$ cat src/rtl/pipe_pkg.sv
// pipe_pkg: definitions shared by the ID/EX pipeline register, its hazard
// unit and its interface.
//   - ALUOp codes as issued by the decode controller.
//   - Bit positions inside the 10-bit control bundle.
//   - Write-destination select encoding.
package pipe_pkg;

  localparam int unsigned ALU_ADD = 1;
  localparam int unsigned ALU_SUB = 2;
  localparam int unsigned ALU_AND = 3;
  localparam int unsigned ALU_OR  = 4;
  localparam int unsigned ALU_XOR = 5;
  localparam int unsigned ALU_NOR = 6;
  localparam int unsigned ALU_SLT = 7;
  localparam int unsigned ALU_SLL = 8;
  localparam int unsigned ALU_SRL = 9;
  localparam int unsigned ALU_BEQ = 10;
  localparam int unsigned ALU_BNE = 11;

  localparam int CTRL_W = 10;

  localparam int CTRL_REGWRITE = 9;
  localparam int CTRL_MEMWRITE = 8;
  localparam int CTRL_MEMTOREG = 7;
  localparam int CTRL_BRANCH   = 6;
  localparam int CTRL_JR       = 5;
  localparam int CTRL_JUMP     = 4;
  localparam int CTRL_JAL      = 3;
  localparam int CTRL_REGDST   = 2;
  localparam int CTRL_SEXT     = 1;
  localparam int CTRL_SEXTLOAD = 0;

  // Link register written by jal.
  localparam int unsigned REG_RA = 31;

  typedef enum logic [1:0] {
    WDST_NONE = 2'd0,
    WDST_RA   = 2'd1,
    WDST_RT   = 2'd2,
    WDST_RD   = 2'd3
  } wdst_sel_e;

endpackage

$ cat src/rtl/id_ex_pipe_reg_if.sv
// id_ex_pipe_reg_if: decode-side inputs and execute-side outputs of the
// ID/EX pipeline register.
//   master: decode stage / pipeline control (drives id_*, hold, flush;
//           receives stall and ex_*)
//   slave : the ID/EX register itself
interface id_ex_pipe_reg_if
  import pipe_pkg::*;
#(
  parameter int DATA_W  = 32,
  parameter int RA_W    = 5,
  parameter int ALUOP_W = 4
);

  logic                hold;
  logic                flush;
  logic [ALUOP_W-1:0]  id_alu_op;
  logic [CTRL_W-1:0]   id_ctrl;
  logic [DATA_W-1:0]   id_rs_data;
  logic [DATA_W-1:0]   id_rt_data;
  logic [15:0]         id_imm;
  logic [RA_W-1:0]     id_rs;
  logic [RA_W-1:0]     id_rt;
  logic [RA_W-1:0]     id_rd;
  logic [DATA_W-1:0]   id_pc4;

  logic                stall;
  logic                ex_valid;
  logic [ALUOP_W-1:0]  ex_alu_op;
  logic [CTRL_W-1:0]   ex_ctrl;
  logic [DATA_W-1:0]   ex_rs_data;
  logic [DATA_W-1:0]   ex_rt_data;
  logic [DATA_W-1:0]   ex_imm32;
  logic [RA_W-1:0]     ex_rs;
  logic [RA_W-1:0]     ex_rt;
  logic [RA_W-1:0]     ex_wdst;
  logic [DATA_W-1:0]   ex_pc4;

  modport master (
    output hold, flush, id_alu_op, id_ctrl, id_rs_data, id_rt_data,
           id_imm, id_rs, id_rt, id_rd, id_pc4,
    input  stall, ex_valid, ex_alu_op, ex_ctrl, ex_rs_data, ex_rt_data,
           ex_imm32, ex_rs, ex_rt, ex_wdst, ex_pc4
  );

  modport slave (
    input  hold, flush, id_alu_op, id_ctrl, id_rs_data, id_rt_data,
           id_imm, id_rs, id_rt, id_rd, id_pc4,
    output stall, ex_valid, ex_alu_op, ex_ctrl, ex_rs_data, ex_rt_data,
           ex_imm32, ex_rs, ex_rt, ex_wdst, ex_pc4
  );

endinterface

$ cat src/rtl/hazard_detect_lu.sv
// hazard_detect_lu: combinational load-use hazard detection.
// Ports:
//   ex_valid_i, ex_regwrite_i, ex_memtoreg_i : state of the instruction in EX
//   ex_wdst_i                                : its resolved destination
//   id_rs_i, id_rt_i                         : source fields being decoded
//   id_regdst_i, id_memwrite_i               : decide whether rt is a source
//   stall_o                                  : load result needed too early
module hazard_detect_lu #(
  parameter int RA_W = 5
) (
  input  logic            ex_valid_i,
  input  logic            ex_regwrite_i,
  input  logic            ex_memtoreg_i,
  input  logic [RA_W-1:0] ex_wdst_i,
  input  logic [RA_W-1:0] id_rs_i,
  input  logic [RA_W-1:0] id_rt_i,
  input  logic            id_regdst_i,
  input  logic            id_memwrite_i,
  output logic            stall_o
);

  logic ex_is_load;
  logic rt_read;

  // A load into $0 produces nothing anyone can consume.
  assign ex_is_load = ex_valid_i & ex_memtoreg_i & ex_regwrite_i & (ex_wdst_i != '0);

  // RegDst=1 means rt is the destination (I-type), unless it is a store,
  // which reads rt as the data to write.
  assign rt_read = ~id_regdst_i | id_memwrite_i;

  assign stall_o = ex_is_load &
                   ((ex_wdst_i == id_rs_i) | (rt_read & (ex_wdst_i == id_rt_i)));

endmodule

$ cat src/rtl/id_ex_pipe_reg.sv
// id_ex_pipe_reg: decode-to-execute pipeline register with load-use stall,
// flush and global hold.
// Ports:
//   clk, rst : clock, asynchronous active-high reset
//   pipe     : id_ex_pipe_reg_if.slave (hold/flush/id_* in, stall/ex_* out)
//   perf_bubbles, perf_stalls : event counters, present only when
//                               ID_EX_PERF_CNT_EN is defined
// Update priority per edge: hold (freeze) > flush (bubble) > stall (bubble)
// > load.
module id_ex_pipe_reg
  import pipe_pkg::*;
#(
  parameter int DATA_W  = 32,
  parameter int RA_W    = 5,
  parameter int ALUOP_W = 4
) (
  input  logic               clk,
  input  logic               rst,
  id_ex_pipe_reg_if.slave    pipe
`ifdef ID_EX_PERF_CNT_EN
  ,
  output logic [31:0]        perf_bubbles,
  output logic [31:0]        perf_stalls
`endif
);

  logic               ex_valid_q,   ex_valid_d;
  logic [ALUOP_W-1:0] ex_alu_op_q,  ex_alu_op_d;
  logic [CTRL_W-1:0]  ex_ctrl_q,    ex_ctrl_d;
  logic [DATA_W-1:0]  ex_rs_data_q, ex_rs_data_d;
  logic [DATA_W-1:0]  ex_rt_data_q, ex_rt_data_d;
  logic [DATA_W-1:0]  ex_imm32_q,   ex_imm32_d;
  logic [RA_W-1:0]    ex_rs_q,      ex_rs_d;
  logic [RA_W-1:0]    ex_rt_q,      ex_rt_d;
  logic [RA_W-1:0]    ex_wdst_q,    ex_wdst_d;
  logic [DATA_W-1:0]  ex_pc4_q,     ex_pc4_d;

  logic      lu_hit;
  logic      stall;
  logic      bubble;
  logic      zext;
  logic [RA_W-1:0] wdst_id;
  wdst_sel_e wdst_sel;

  hazard_detect_lu #(.RA_W(RA_W)) u_hazard (
    .ex_valid_i    (ex_valid_q),
    .ex_regwrite_i (ex_ctrl_q[CTRL_REGWRITE]),
    .ex_memtoreg_i (ex_ctrl_q[CTRL_MEMTOREG]),
    .ex_wdst_i     (ex_wdst_q),
    .id_rs_i       (pipe.id_rs),
    .id_rt_i       (pipe.id_rt),
    .id_regdst_i   (pipe.id_ctrl[CTRL_REGDST]),
    .id_memwrite_i (pipe.id_ctrl[CTRL_MEMWRITE]),
    .stall_o       (lu_hit)
  );

  // A flushed instruction is dead, so it cannot create a hazard.
  assign stall  = lu_hit & ~pipe.flush;
  assign bubble = pipe.flush | stall;

  always_comb begin
    wdst_sel = WDST_RD;
    if (!pipe.id_ctrl[CTRL_REGWRITE])
      wdst_sel = WDST_NONE;
    else if (pipe.id_ctrl[CTRL_JAL] && !pipe.id_ctrl[CTRL_JR])
      wdst_sel = WDST_RA;
    else if (pipe.id_ctrl[CTRL_JAL])
      wdst_sel = WDST_RD;  // jalr links into rd
    else if (pipe.id_ctrl[CTRL_REGDST])
      wdst_sel = WDST_RT;

    wdst_id = '0;
    case (wdst_sel)
      WDST_NONE: wdst_id = '0;
      WDST_RA:   wdst_id = RA_W'(REG_RA);
      WDST_RT:   wdst_id = pipe.id_rt;
      WDST_RD:   wdst_id = pipe.id_rd;
      default:   wdst_id = '0;
    endcase
  end

  // Logical immediates (andi/ori) are zero-extended.
  assign zext = (pipe.id_alu_op == ALUOP_W'(ALU_AND)) ||
                (pipe.id_alu_op == ALUOP_W'(ALU_OR));

  always_comb begin
    ex_valid_d   = ~bubble;
    ex_alu_op_d  = bubble ? '0 : pipe.id_alu_op;
    ex_ctrl_d    = bubble ? '0 : pipe.id_ctrl;
    ex_wdst_d    = bubble ? '0 : wdst_id;
    // Data fields are don't-care in a bubble; load them unconditionally.
    ex_rs_data_d = pipe.id_rs_data;
    ex_rt_data_d = pipe.id_rt_data;
    ex_rs_d      = pipe.id_rs;
    ex_rt_d      = pipe.id_rt;
    ex_pc4_d     = pipe.id_pc4;
    ex_imm32_d   = zext ? {{(DATA_W-16){1'b0}}, pipe.id_imm}
                        : {{(DATA_W-16){pipe.id_imm[15]}}, pipe.id_imm};
  end

  always_ff @(posedge clk or posedge rst) begin
    if (rst) begin
      ex_valid_q   <= 1'b0;
      ex_alu_op_q  <= '0;
      ex_ctrl_q    <= '0;
      ex_rs_data_q <= '0;
      ex_rt_data_q <= '0;
      ex_imm32_q   <= '0;
      ex_rs_q      <= '0;
      ex_rt_q      <= '0;
      ex_wdst_q    <= '0;
      ex_pc4_q     <= '0;
    end else if (!pipe.hold) begin
      ex_valid_q   <= ex_valid_d;
      ex_alu_op_q  <= ex_alu_op_d;
      ex_ctrl_q    <= ex_ctrl_d;
      ex_rs_data_q <= ex_rs_data_d;
      ex_rt_data_q <= ex_rt_data_d;
      ex_imm32_q   <= ex_imm32_d;
      ex_rs_q      <= ex_rs_d;
      ex_rt_q      <= ex_rt_d;
      ex_wdst_q    <= ex_wdst_d;
      ex_pc4_q     <= ex_pc4_d;
    end
  end

  assign pipe.stall      = stall;
  assign pipe.ex_valid   = ex_valid_q;
  assign pipe.ex_alu_op  = ex_alu_op_q;
  assign pipe.ex_ctrl    = ex_ctrl_q;
  assign pipe.ex_rs_data = ex_rs_data_q;
  assign pipe.ex_rt_data = ex_rt_data_q;
  assign pipe.ex_imm32   = ex_imm32_q;
  assign pipe.ex_rs      = ex_rs_q;
  assign pipe.ex_rt      = ex_rt_q;
  assign pipe.ex_wdst    = ex_wdst_q;
  assign pipe.ex_pc4     = ex_pc4_q;

`ifdef ID_EX_PERF_CNT_EN
  logic [31:0] perf_bubbles_q, perf_bubbles_d;
  logic [31:0] perf_stalls_q,  perf_stalls_d;

  assign perf_bubbles_d = perf_bubbles_q + 32'(bubble);
  assign perf_stalls_d  = perf_stalls_q + 32'(stall);

  always_ff @(posedge clk or posedge rst) begin
    if (rst) begin
      perf_bubbles_q <= '0;
      perf_stalls_q  <= '0;
    end else if (!pipe.hold) begin
      perf_bubbles_q <= perf_bubbles_d;
      perf_stalls_q  <= perf_stalls_d;
    end
  end

  assign perf_bubbles = perf_bubbles_q;
  assign perf_stalls  = perf_stalls_q;
`endif

endmodule

$ cat src/flat_wrapper.sv
// flat-port wrapper written by rule: the top's interface ports become plain ports
module id_ex_pipe_reg_flat import pipe_pkg::*;
#(
  parameter int DATA_W  = 32,
  parameter int RA_W    = 5,
  parameter int ALUOP_W = 4
)
  (clk, rst, pipe_hold, pipe_flush, pipe_id_alu_op, pipe_id_ctrl, pipe_id_rs_data, pipe_id_rt_data, pipe_id_imm, pipe_id_rs, pipe_id_rt, pipe_id_rd, pipe_id_pc4, pipe_stall, pipe_ex_valid, pipe_ex_alu_op, pipe_ex_ctrl, pipe_ex_rs_data, pipe_ex_rt_data, pipe_ex_imm32, pipe_ex_rs, pipe_ex_rt, pipe_ex_wdst, pipe_ex_pc4);
  id_ex_pipe_reg_if #(.DATA_W(DATA_W), .RA_W(RA_W), .ALUOP_W(ALUOP_W)) pipe_i ();
  input  logic clk;
  input  logic rst;
  input wire logic [$bits(pipe_i.hold)-1:0] pipe_hold;
  input wire logic [$bits(pipe_i.flush)-1:0] pipe_flush;
  input wire logic [$bits(pipe_i.id_alu_op)-1:0] pipe_id_alu_op;
  input wire logic [$bits(pipe_i.id_ctrl)-1:0] pipe_id_ctrl;
  input wire logic [$bits(pipe_i.id_rs_data)-1:0] pipe_id_rs_data;
  input wire logic [$bits(pipe_i.id_rt_data)-1:0] pipe_id_rt_data;
  input wire logic [$bits(pipe_i.id_imm)-1:0] pipe_id_imm;
  input wire logic [$bits(pipe_i.id_rs)-1:0] pipe_id_rs;
  input wire logic [$bits(pipe_i.id_rt)-1:0] pipe_id_rt;
  input wire logic [$bits(pipe_i.id_rd)-1:0] pipe_id_rd;
  input wire logic [$bits(pipe_i.id_pc4)-1:0] pipe_id_pc4;
  output wire logic [$bits(pipe_i.stall)-1:0] pipe_stall;
  output wire logic [$bits(pipe_i.ex_valid)-1:0] pipe_ex_valid;
  output wire logic [$bits(pipe_i.ex_alu_op)-1:0] pipe_ex_alu_op;
  output wire logic [$bits(pipe_i.ex_ctrl)-1:0] pipe_ex_ctrl;
  output wire logic [$bits(pipe_i.ex_rs_data)-1:0] pipe_ex_rs_data;
  output wire logic [$bits(pipe_i.ex_rt_data)-1:0] pipe_ex_rt_data;
  output wire logic [$bits(pipe_i.ex_imm32)-1:0] pipe_ex_imm32;
  output wire logic [$bits(pipe_i.ex_rs)-1:0] pipe_ex_rs;
  output wire logic [$bits(pipe_i.ex_rt)-1:0] pipe_ex_rt;
  output wire logic [$bits(pipe_i.ex_wdst)-1:0] pipe_ex_wdst;
  output wire logic [$bits(pipe_i.ex_pc4)-1:0] pipe_ex_pc4;
  assign pipe_i.hold = pipe_hold;
  assign pipe_i.flush = pipe_flush;
  assign pipe_i.id_alu_op = pipe_id_alu_op;
  assign pipe_i.id_ctrl = pipe_id_ctrl;
  assign pipe_i.id_rs_data = pipe_id_rs_data;
  assign pipe_i.id_rt_data = pipe_id_rt_data;
  assign pipe_i.id_imm = pipe_id_imm;
  assign pipe_i.id_rs = pipe_id_rs;
  assign pipe_i.id_rt = pipe_id_rt;
  assign pipe_i.id_rd = pipe_id_rd;
  assign pipe_i.id_pc4 = pipe_id_pc4;
  assign pipe_stall = pipe_i.stall;
  assign pipe_ex_valid = pipe_i.ex_valid;
  assign pipe_ex_alu_op = pipe_i.ex_alu_op;
  assign pipe_ex_ctrl = pipe_i.ex_ctrl;
  assign pipe_ex_rs_data = pipe_i.ex_rs_data;
  assign pipe_ex_rt_data = pipe_i.ex_rt_data;
  assign pipe_ex_imm32 = pipe_i.ex_imm32;
  assign pipe_ex_rs = pipe_i.ex_rs;
  assign pipe_ex_rt = pipe_i.ex_rt;
  assign pipe_ex_wdst = pipe_i.ex_wdst;
  assign pipe_ex_pc4 = pipe_i.ex_pc4;
  id_ex_pipe_reg #(.DATA_W(DATA_W), .RA_W(RA_W), .ALUOP_W(ALUOP_W)) u_core (.clk(clk), .rst(rst), .pipe(pipe_i));
endmodule
$ cat config.mk
export PLATFORM = sky130hd
export DESIGN_NAME = id_ex_pipe_reg_flat
export DESIGN_NICKNAME = d
export VERILOG_FILES = /design/src/rtl/pipe_pkg.sv /design/src/rtl/id_ex_pipe_reg_if.sv /design/src/rtl/hazard_detect_lu.sv /design/src/rtl/id_ex_pipe_reg.sv /design/src/flat_wrapper.sv
export SDC_FILE = /design/constraint.sdc
export NUM_CORES = 1
export LEC_CHECK = 0
export ABC_AREA = 1
export CAP_MARGIN = 0
export CORE_MARGIN = 2
export CORE_UTILIZATION = 40
export CTS_CLUSTER_DIAMETER = 200
export DETAILED_ROUTE_END_ITERATION = 8
export PLACE_DENSITY = 0.81
export SYNTH_ARGS = -nofsm -noshare
export SYNTH_HDL_FRONTEND = slang
export SYNTH_SLANG_ARGS = --single-unit
$ cat constraint.sdc
create_clock -name clk -period 6.2 [get_ports clk]
set_clock_uncertainty 0.1 [all_clocks]
set_input_delay 1.24 -clock clk [delete_from_list [all_inputs] [get_ports clk]]
set_output_delay 1.24 -clock clk [all_outputs]
set_load 0.005 [all_outputs]
# Word-level counts from Yosys, hierarchy flattened
# Cells that the tools add are included.
totals:
  register_bits: 158
  latchBits: 0
  ram_bits: 0
  mem_bits_ro: 0
  elab_cells: 43
  mem_count: 0
classes:
  n_addsub: 0
  multipliers: 0
  div_mod_pow: 0
  magnitude_cmp: 0
  eq_ne: 7
  shifts: 0
  mux: 9
  bitwise_logic: 12
  reduce_logical: 5
op_table:
  columns: ["cell", "n"]
  rows:
  - ["2-to-1 mux 32 bit", 1]
  - ["case mux 5 bit (4 select lines)", 1]
  - ["equality test 5 bit", 2]
  - ["2-to-1 mux 10 bit", 1]
  - ["bitwise AND 1 bit", 6]
  - ["2-to-1 mux 2 bit", 3]
  - ["2-to-1 mux 5 bit", 1]
  - ["nonzero test 5 bit", 1]
  - ["equality test 2 bit, second input constant", 2]
  - ["equality test 4 x 2 -> 1 bit, second input constant", 1]
  - ["equality test 4 x 3 -> 1 bit, second input constant", 1]
  - ["2-to-1 mux 4 bit", 1]
  - ["NOT 1 bit", 3]
  - ["bitwise OR 1 bit", 3]
  - ["equality test 2 x 1 -> 1 bit, second input constant", 1]
  - ["zero test 2 bit", 1]
  - ["logical AND 1 bit", 1]
  - ["zero test 1 bit", 1]
  - ["logical OR 1 bit", 1]
  - ["2-to-1 mux 1 bit", 1]

# Longest topological paths before layout
# Gate-level depths: netlist of the first run.
depth:
  ltp_word: 8
  mapped_depth: 10
  mapped_depth_nobuf: 9

# Modules after synthesis
# Synthesis of the first run repeated with hierarchy kept, for this count alone.
hier_totals:
  cells_unflattened: 699
  area_unflattened_um2: 5905.7
modules_own_cells:
  columns: ["module", "instances", "cells_each", "area_per_inst_um2", "seq_area_each_um2"]
  rows:
  - ["id_ex_pipe_reg", 1, 647, 5675.4, 3578.4]
  - ["hazard_detect_lu", 1, 52, 230.2, 0.0]

# Least setup slack after synthesis of the first run
# No wires, ideal clock.
synth_timing:
  path_type: "input port to output port"
  start: "input pipe_id_rt[1]"
  end: "output pipe_stall"
  arrival_ps: 1879
  t_required_ps: 4860
  setup_slack_ps: 2981
  path_stages: 9
  path_buffers: 1
  path_cell_list: "inv_1 > nand2_1 > nand2_1 > nor2_1 > nand3_1 > nand2_1 > nand2_2 > buf_6 > nor2_1"
synth_between:
  elab_chain_cells: 5
synth_lines:
  columns: ["element", "line", "text"]
  rows:
  - ["start, declared", "flat_wrapper.sv:20", "input wire logic [$bits(pipe_i.id_rt)-1:0] pipe_id_rt;"]
  - ["equality test 5 bit", "hazard_detect_lu.sv:33", "((ex_wdst_i == id_rs_i) | (rt_read & (ex_wdst_i == id_rt_i)));"]
  - ["bitwise AND 1 bit", "hazard_detect_lu.sv:33", null]
  - ["bitwise OR 1 bit", "hazard_detect_lu.sv:33", null]
  - ["bitwise AND 1 bit", "hazard_detect_lu.sv:32", "assign stall_o = ex_is_load &"]
  - ["bitwise AND 1 bit", "id_ex_pipe_reg.sv:58", "assign stall = lu_hit & ~pipe.flush;"]
  - ["end, declared", "flat_wrapper.sv:23", "output wire logic [$bits(pipe_i.stall)-1:0] pipe_stall;"]
# No other way between the ends.

# Final worst setup path of the first run
# Same ends and word-level chain as after synthesis.

==> results of run 1 <==
## state kept, by name (all words and copies together) (netlist names)
name and cells:
u_core.pipe.ex_ctrl 10, u_core.pipe.ex_rs_data 32, u_core.pipe.ex_rt_data 32, u_core.pipe.ex_imm32 17, u_core.pipe.ex_rs 5, u_core.pipe.ex_wdst 5
u_core.pipe.ex_valid 1, u_core.pipe.ex_alu_op 4, u_core.pipe.ex_rt 5, u_core.pipe.ex_pc4 32
## placed cells by master, fill, tap and decap left out
cell type	instances
nand2_1	422
clkdlybuf4s50_1	302
dfrtp_1	143
nand3_1	19
clkbuf_16	17
inv_1	14
nor2_1	13
o21ai_0	9
clkinv_2	5
o22ai_1	5
buf_4	5
bufinv_16	4
inv_2	3
nand4_1	2
nand3_2	2
clkbuf_8	2
clkinvlp_4	2
xnor2_1	1
nor2_2	1
nand2_2	1
inv_6	1
nor3_1	1
nor4b_1	1
o31ai_1	1
clkinv_4	1
clkbuf_1	1
## cells by family (layout without fill, tap and decap cells)
group,count (synthesis),count (layout),synth area share [%]
simple gates,462,462,30.6
compound gates,15,15,1.44
xor+xnor,1,1,0.150
flops,143,143,61.4
buf+inv,69,357,6.41
## critical path, delay by kind of cell
kind                   cells  cell delay (ns)
and+or+nand+nor            7             0.79
buffers and inverters      3             1.09
## synth_stat cells (all sizes together)
library cell / count / share of area (%)
buf: 39 / 4.3
clkbuf: 11 / 0.88
dfrtp: 143 / 61
inv: 19 / 1.2
nand2: 423 / 27
nand3: 21 / 2.0
nand4: 2 / 0.21
nor2: 14 / 0.94
nor3: 1 / 0.086
nor4b: 1 / 0.15
o21ai: 9 / 0.77
o22ai: 5 / 0.54
o31ai: 1 / 0.13
xnor2: 1 / 0.15
## where the power goes
part	switching [mW]	internal (mW)	total (mW)	leakage (nW)
sequential	0.0514	1.01	1.07	1.76
clock	0.377	0.690	1.07	0.302
combinational	0.176	0.274	0.451	2.59
## how the worst min path moves through the flow
| stage | from | endpoint | cells after the start |
|---|---|---|---|
| after floorplan | u_core.pipe.ex_rs_data[18] | u_core.pipe.ex_rs_data[18] | 2 |
| after global placement | u_core.pipe.ex_ctrl[2] | u_core.pipe.ex_ctrl[2] | 2 |
| after detailed placement | u_core.pipe.ex_imm32[2] | u_core.pipe.ex_imm32[2] | 2 |
| after CTS | u_core.pipe.ex_imm32[2] | u_core.pipe.ex_imm32[2] | 2 |
| after global routing | u_core.pipe.ex_pc4[10] | u_core.pipe.ex_pc4[10] | 2 |
| final | u_core.pipe.ex_alu_op[2] | u_core.pipe.ex_alu_op[2] | 2 |
## area by class of cell
cell class	instances	area, µm²
inverter	19	77.6
sequential	143	3580
clock buffer	20	457
clock inverter	11	164
fill	1192	4920
timing repair buffer	307	3060
tap	184	230
multi-input combinational	478	1880
## routing by layer
| layer | global-route usage (%) | vias to the layer above |
|---|---|---|
| met4 | 9.12 | 0 |
| met5 | 0 | - |
| met2 | 37.1 | 254 |
| met1 | 28.3 | 2448 |
| met3 | 7.60 | 34 |
| li1 | - | 2632 |
==> results.yml, run 1 <==
outcome:
  status: "finished, final reports clean"
sta:
  finalMaxSlewViolations: 0
  rsz0062_at_grt: "false"
  worst_pin_slew_ns: 0.996
  holdWs_ns: 0.375
  relSlewSlack_pct: 33.6
  min_period_over_period_pct: 72.1
  tns_ns: 0
  finalSetupViolCount: 0
  layout_min_cycle_time_ns: 4.47
  fmax_mhz: 224
  setup_ws_ns: 1.73
  hold_violations: 0
logic_synthesis:
  synth_cell_types: 22
  syn-cell-area_um2: 5830
  netlist_instances: 690
  ys_ff_latch: 143
  syn_avg_cell_area_um2: 8.45
  syn-num-nets: 835
  yosysSeqAreaShare_pct: 61.4
  ys_warn_count: 0
clock_network:
  cts_tree: "built"
  cts_buffer_depth: 2
  cts_sinks: 143
  ctsResizeCount: 0
  clkLatencyLatePin_ns: 0.40
  clkTransAtPathRegs_ns: 0.05
  cts_buffers: 17
  holdBufCountCts: 0
  postCtsSetupBuffers: 0
  cts_max_level: 4
  clock-root-buffer: "clkbuf_16"
worst_hold_path:
  hp-class: "reg2reg"
global_routing:
  grt_max_degree: 97
  grt_antenna_before_repair: 0
  grt_pass1_vias: 5418
  grtUsageTotal_pct: 22.9
  grt_pass1_wl_um: 28200
  grt_overflow: 0
placed_design:
  dp_slack_ns: 1.73
  portBuffers: 303
  gp_congestion: 0.914
  dp.cells: 1131
  dpl.hpwl_um: 12400
  placed_cell_area_um2: 8830
drt:
  dr.max_layer_used: "met4"
  wl_met2_um: 8320
  wl_met3_um: 1520
  drtIter0Drc: 288
  wl_um: 17500
  via_count: 5368
  drc: 0
  antenna_left: 0
  met1_length_um: 7260
  wl_per_cell_um: 15.1
  via_per_inst: 4.62
  drt-pass1-iter-count: 4
floorplanning:
  io_pins: 304
  fp.dieH_um: 125
  fp.dieW_um: 125
  die_area_um2: 15600
  floorplan.initialDensity_pct: 40.6
  row_count: 44
  core_um2: 14400
final_layout:
  stdcell_area_um2: 9450
  final_layout_size_suffix_gt1_share_pct: 4.50
  antennaDiodeCount: 0
  fin_util_pct: 65.7
  area_growth_pct: 62.0
  nets: 1111
  stdcell_count: 1162
critical_path:
  critical_path_class: "in2out"
  cp_max_fo: 21
  path_cells: "clkdlybuf4s50_1, inv_1, nand2_1, nand2_1, nor2_1, nand3_1, nand2_1, nand2_2, nor2_1, clkdlybuf4s50_1"
  crit_path_end: "pipe_stall"
  cp_common_cell: "nand2_1"
  worst-r2r-cell-count: 9
  critical_path.slowest_cell: "clkdlybuf4s50_1"
  required_ns: 4.86
  reg2reg_from: "u_core.pipe.ex_wdst[3]"
  slowest_delay_ns: 0.51
  worstSetupStartpoint: "pipe_id_rt[1]"
  critPathArrivalTime_ns: 3.13
  worstReg2RegEnd: "u_core.pipe.ex_ctrl[8]"
  endpoint_kind: "primary output"
  cp-start-kind: "input port"
  reg2reg_slack_ns: 4.55
pwr:
  finalPower_mw: 2.58
  p_leak_nw: 4.65
  power_density_nw_per_um2: 274
  vdd_ir_drop_max_mv: 0.151
job:
  maxCapViolCount: 0
No activity file was read; power rests on OpenSTA's default activity.
==> inputs of run 2 (changes only) <==
clock period = 4.2 ns   (was 6.2 ns; I/O delays follow)
==> results.yml, run 2 (same netlist as run 1, synthesis figures left out) <==
outcome:
  status: "finished, final reports clean"
placed_design:
  gp_congestion: 0.903
  dp_slack_ns: 0.815
  dpl.hpwl_um: 12000
  placed_cell_area_um2: 8870
  portBuffers: 303
critical_path:
  path_cells: "clkdlybuf4s50_1, inv_1, nand2_1, nand2_1, nor2_2, nand3_1, nand2_1, nand2_2, nor2_1, clkdlybuf4s50_1"
  required_ns: 3.26
  cp_max_fo: 3
  critical_path.slowest_cell: "clkdlybuf4s50_1"
  cp-start-kind: "input port"
  critPathArrivalTime_ns: 2.44
  worst-r2r-cell-count: 10
  critical_path_class: "in2out"
  slowest_delay_ns: 0.51
  reg2reg_from: "u_core.pipe.ex_wdst[1]"
  reg2reg_slack_ns: 2.58
  endpoint_kind: "primary output"
  worstReg2RegEnd: "u_core.pipe.ex_ctrl[8]"
  cp_common_cell: "nand2_1"
final_layout:
  fin_util_pct: 66.1
  stdcell_area_um2: 9500
  final_common_cell: "nand2_1"
  mostFrequentLayoutCells: "422 x nand2_1, 302 x clkdlybuf4s50_1, 143 x dfrtp_1"
  nets: 1114
  final_layout_size_suffix_gt1_share_pct: 4.79
  area_growth_pct: 62.9
  antennaDiodeCount: 0
pwr:
  cell_internal_pwr_mw: 2.94
  swShare_pct: 23.1
  vdd_ir_drop_max_mv: 0.229
  seqPwrFrac_pct: 41.1
  pwr-share-comb_pct: 17.4
  power_density_nw_per_um2: 403
  p_clk_share_pct: 41.5
  p_leak_nw: 4.68
  switchingPower_mw: 0.886
clock_network:
  cts_max_level: 4
  cts_sinks: 143
  cts_buffers: 17
  cts_buffer_depth: 2
  clock-root-buffer: "clkbuf_16"
  clkTransAtPathRegs_ns: 0.06
  cts_tree: "built"
  postCtsSetupBuffers: 0
  holdBufCountCts: 0
  ctsResizeCount: 0
  clkLatencyLatePin_ns: 0.41
global_routing:
  grt_pass1_vias: 5238
  grt_overflow: 0
  grt_max_degree: 91
  grtUsageTotal_pct: 21.7
  grt_antenna_before_repair: 0
  grt_pass1_wl_um: 26800
sta:
  rsz0062_at_grt: "false"
  tns_ns: 0
  worst_pin_slew_ns: 0.957
  finalMaxSlewViolations: 0
  layout_min_cycle_time_ns: 3.38
  hold_violations: 0
  fmax_mhz: 295
  setup_ws_ns: 0.815
  finalSetupViolCount: 0
  relSlewSlack_pct: 36.2
  min_period_over_period_pct: 80.6
floorplanning:
  floorplan.initialDensity_pct: 40.6
  row_count: 44
  core_um2: 14400
  io_pins: 304
  fp.dieW_um: 125
  die_area_um2: 15600
  fp.dieH_um: 125
drt:
  drtIter0Drc: 300
  via_count: 5381
  wl_per_cell_um: 14.6
  antenna_left: 0
  drt-pass1-iter-count: 5
  drc: 0
  wl_um: 17000
  via_per_inst: 4.62
worst_hold_path:
  hold_end: "u_core.pipe.ex_ctrl[1]"
  hp-class: "reg2reg"
  hold_depth: 2
  hp-start: "u_core.pipe.ex_ctrl[1]"
job:
  maxCapViolCount: 0
run 2: cell types whose count changed in the layout (fill, tap and decap cells not counted), sizes merged:
cell      change
clkinvlp      +1
clkinv        -2
clkbuf        +1
buf           +3
run 2: cell type report:
| type | count | area, µm² |
|---|---|---|
| flip-flops and latches | 143 | 3580 |
| well taps | 184 | 230 |
| fillers | 1143 | 4870 |
| clock inverters | 10 | 159 |
| inverters | 19 | 76.3 |
| multi-input cells | 478 | 1880 |
| repair buffers | 310 | 3110 |
| clock buffers | 21 | 470 |
run 2: stage by stage:
| step | hold slack, ns | cells | power, mW |
|---|---|---|---|
| floorplan | 0.370 | 690 | 1.81 |
| global placement | 0.361 | 1134 | 2.26 |
| detailed placement | 0.364 | 1134 | 2.27 |
| CTS | 0.380 | 1165 | 3.87 |
| global route | 0.390 | 1165 | 4.00 |
| finish | 0.375 | 1165 | 3.83 |
run 2: power groups by stage:
| stage | Sequential (mW) | Combinational [mW] | Clock, mW |
|---|---|---|---|
| finish | 1.57 | 0.668 | 1.59 |
| global placement | 1.59 | 0.667 | 0 |
| CTS | 1.57 | 0.678 | 1.62 |
| detailed placement | 1.59 | 0.675 | 0 |
| global route | 1.59 | 0.730 | 1.68 |
| floorplan | 1.60 | 0.210 | 0 |
run 2: worst max-delay path: cells and delay by family:
| kind | cells | cell delay (ns) |
|---|---|---|
| buffers and inverters | 3 | 1.08 |
| AND/OR/NAND/NOR | 7 | 0.52 |
run 2: layer usage:
metal / track usage (%) / up-vias / wire length, µm
li1: - / 2634 / -
met1: 26.7 / 2461 / 7020
met2: 34.5 / 248 / 7900
met3: 7.60 / 38 / 1550
met4: 9.98 / 0 / 519
met5: 0 / - / 0
run 2: how the worst max path moves through the flow:
stage,startpoint,depth (start not counted),end
2_1_floorplan,rst,1,u_core.pipe.ex_alu_op[0]
3_3_place_gp,pipe_id_rs[4],7,pipe_stall
3_5_place_dp,pipe_id_rt[4],10,pipe_stall
4_1_cts,pipe_id_rt[4],10,pipe_stall
5_1_grt,pipe_id_rt[3],10,pipe_stall
6_report,pipe_id_rt[4],10,pipe_stall
==> inputs of run 3 (changes only) <==
clock period = 3.45 ns   (was 4.2 ns; I/O delays follow)
==> results.yml, run 3 (same netlist as run 1, synthesis figures left out) <==
placed_design:
  dp_slack_ns: 0.392
  portBuffers: 303
  placed_cell_area_um2: 8860
  dpl.hpwl_um: 12100
  gp_congestion: 0.897
critical_path:
  reg2reg_slack_ns: 1.86
  required_ns: 2.66
  worst-r2r-cell-count: 10
  cp_max_fo: 3
  path_cells: "clkdlybuf4s50_1, inv_1, nand2_1, nand2_1, nor2_1, nand3_1, nand2_1, nand2_2, nor2_1, clkdlybuf4s50_1"
  crit_path_end: "pipe_stall"
  cp_common_cell: "nand2_1"
  slowest_delay_ns: 0.50
  critPathArrivalTime_ns: 2.27
  cp-start-kind: "input port"
  path_buf_inv: 3
  worstReg2RegEnd: "u_core.pipe.ex_ctrl[8]"
  worstSetupStartpoint: "pipe_id_rt[1]"
  endpoint_kind: "primary output"
  cp_top_family: "buffers and inverters"
  critical_path.slowest_cell: "clkdlybuf4s50_1"
  cp.depth: 10
  reg2reg_from: "u_core.pipe.ex_wdst[1]"
  critical_path_class: "in2out"
floorplanning:
  floorplan.initialDensity_pct: 40.6
  row_count: 44
  core_um2: 14400
  die_area_um2: 15600
  io_pins: 304
  fp.dieW_um: 125
  fp.dieH_um: 125
global_routing:
  grt_max_degree: 74
  grt_antenna_before_repair: 0
  grt_pass1_vias: 5317
  grt_pass1_wl_um: 27300
  grt_overflow: 0
  grtUsageTotal_pct: 22.1
clock_network:
  clock-root-buffer: "clkbuf_16"
  holdBufCountCts: 0
  cts_buffers: 17
  cts_buffer_depth: 2
  postCtsSetupBuffers: 0
  ctsResizeCount: 0
  cts_max_level: 4
  clkTransAtPathRegs_ns: 0.06
  cts_tree: "built"
  cts_sinks: 143
  clkLatencyLatePin_ns: 0.41
drt:
  antenna_left: 0
  drtIter0Drc: 353
  drt-pass1-iter-count: 4
  via_per_inst: 4.61
  wl_per_cell_um: 14.5
  drc: 0
  via_count: 5383
  wl_um: 16900
worst_hold_path:
  hp-class: "reg2reg"
  hold_depth: 2
final_layout:
  mostFrequentLayoutCells: "422 x nand2_1, 302 x clkdlybuf4s50_1, 143 x dfrtp_1"
  area_growth_pct: 61.4
  antennaDiodeCount: 0
  final_layout_size_suffix_gt1_share_pct: 5.18
  nets: 1116
  stdcell_area_um2: 9410
  final_common_cell: "nand2_1"
sta:
  relSlewSlack_pct: 49.1
  hold_violations: 0
  tns_ns: 0
  finalSetupViolCount: 0
  rsz0062_at_grt: "false"
  min_period_over_period_pct: 88.7
  fmax_mhz: 327
  finalMaxSlewViolations: 0
  layout_min_cycle_time_ns: 3.06
  holdWs_ns: 0.377
  worst_pin_slew_ns: 0.763
  setup_ws_ns: 0.389
pwr:
  p_leak_nw: 4.63
  power_density_nw_per_um2: 468
  vdd_ir_drop_max_mv: 0.346
outcome:
  status: "finished, final reports clean"
job:
  maxCapViolCount: 0
run 3: changes by cell type in the layout (fill, tap and decap cells not counted), sizes merged:
cell,change
clkbuf,-4
bufinv,-4
clkinvlp,+1
clkinv,+3
inv,+5
buf,+2
run 3: final cells by class:
| class | count | area, µm² |
|---|---|---|
| Fill cell | 1184 | 4950 |
| Sequential cell | 143 | 3580 |
| Inverter | 19 | 76.3 |
| Clock buffer | 17 | 425 |
| Tap cell | 184 | 230 |
| Timing Repair Buffer | 312 | 3100 |
| Clock inverter | 15 | 126 |
| Multi-Input combinational cell | 478 | 1880 |
run 3: worst min-delay path by stage:
stage / slack (ns) / start / to
global placement: 0.36 / u_core.pipe.ex_rt_data[17] / u_core.pipe.ex_rt_data[17]
CTS: 0.38 / u_core.pipe.ex_rt_data[28] / u_core.pipe.ex_rt_data[28]
floorplan: 0.37 / u_core.pipe.ex_rs_data[18] / u_core.pipe.ex_rs_data[18]
finish: 0.38 / u_core.pipe.ex_rs_data[30] / u_core.pipe.ex_rs_data[30]
detailed placement: 0.36 / u_core.pipe.ex_rt_data[29] / u_core.pipe.ex_rt_data[29]
global route: 0.39 / u_core.pipe.ex_rs_data[21] / u_core.pipe.ex_rs_data[21]
run 3: worst min-delay path: cells and delay by family, from the launching register on:
family           cells  cell delay (ns)
flip-flops           1             0.34
AND/OR/NAND/NOR      2             0.11
run 3: routing by layer:
layer  up-vias  wire [µm]  global-route usage [%]
met5         -          0                       0
met4         0        550                    10.3
met3        34       1660                    7.95
met2       247       7790                    34.8
met1      2451       6880                    27.3
li1       2651          -                       -
run 3: through the flow:
step / instances / utilization (%) / power (mW)
floorplan: 690 / - / 2.20
CTS: 1168 / 65.5 / 4.47
global route: 1168 / 65.5 / 4.64
detailed placement: 1136 / 61.7 / 2.76
global placement: 1136 / 61.7 / 2.74
finish: 1168 / 65.5 / 4.41
run 3: where the power goes:
part	switching, mW	internal (mW)
combinational	0.314	0.495
sequential	0.0884	1.82
clock	0.753	0.938
total	1.16	3.26
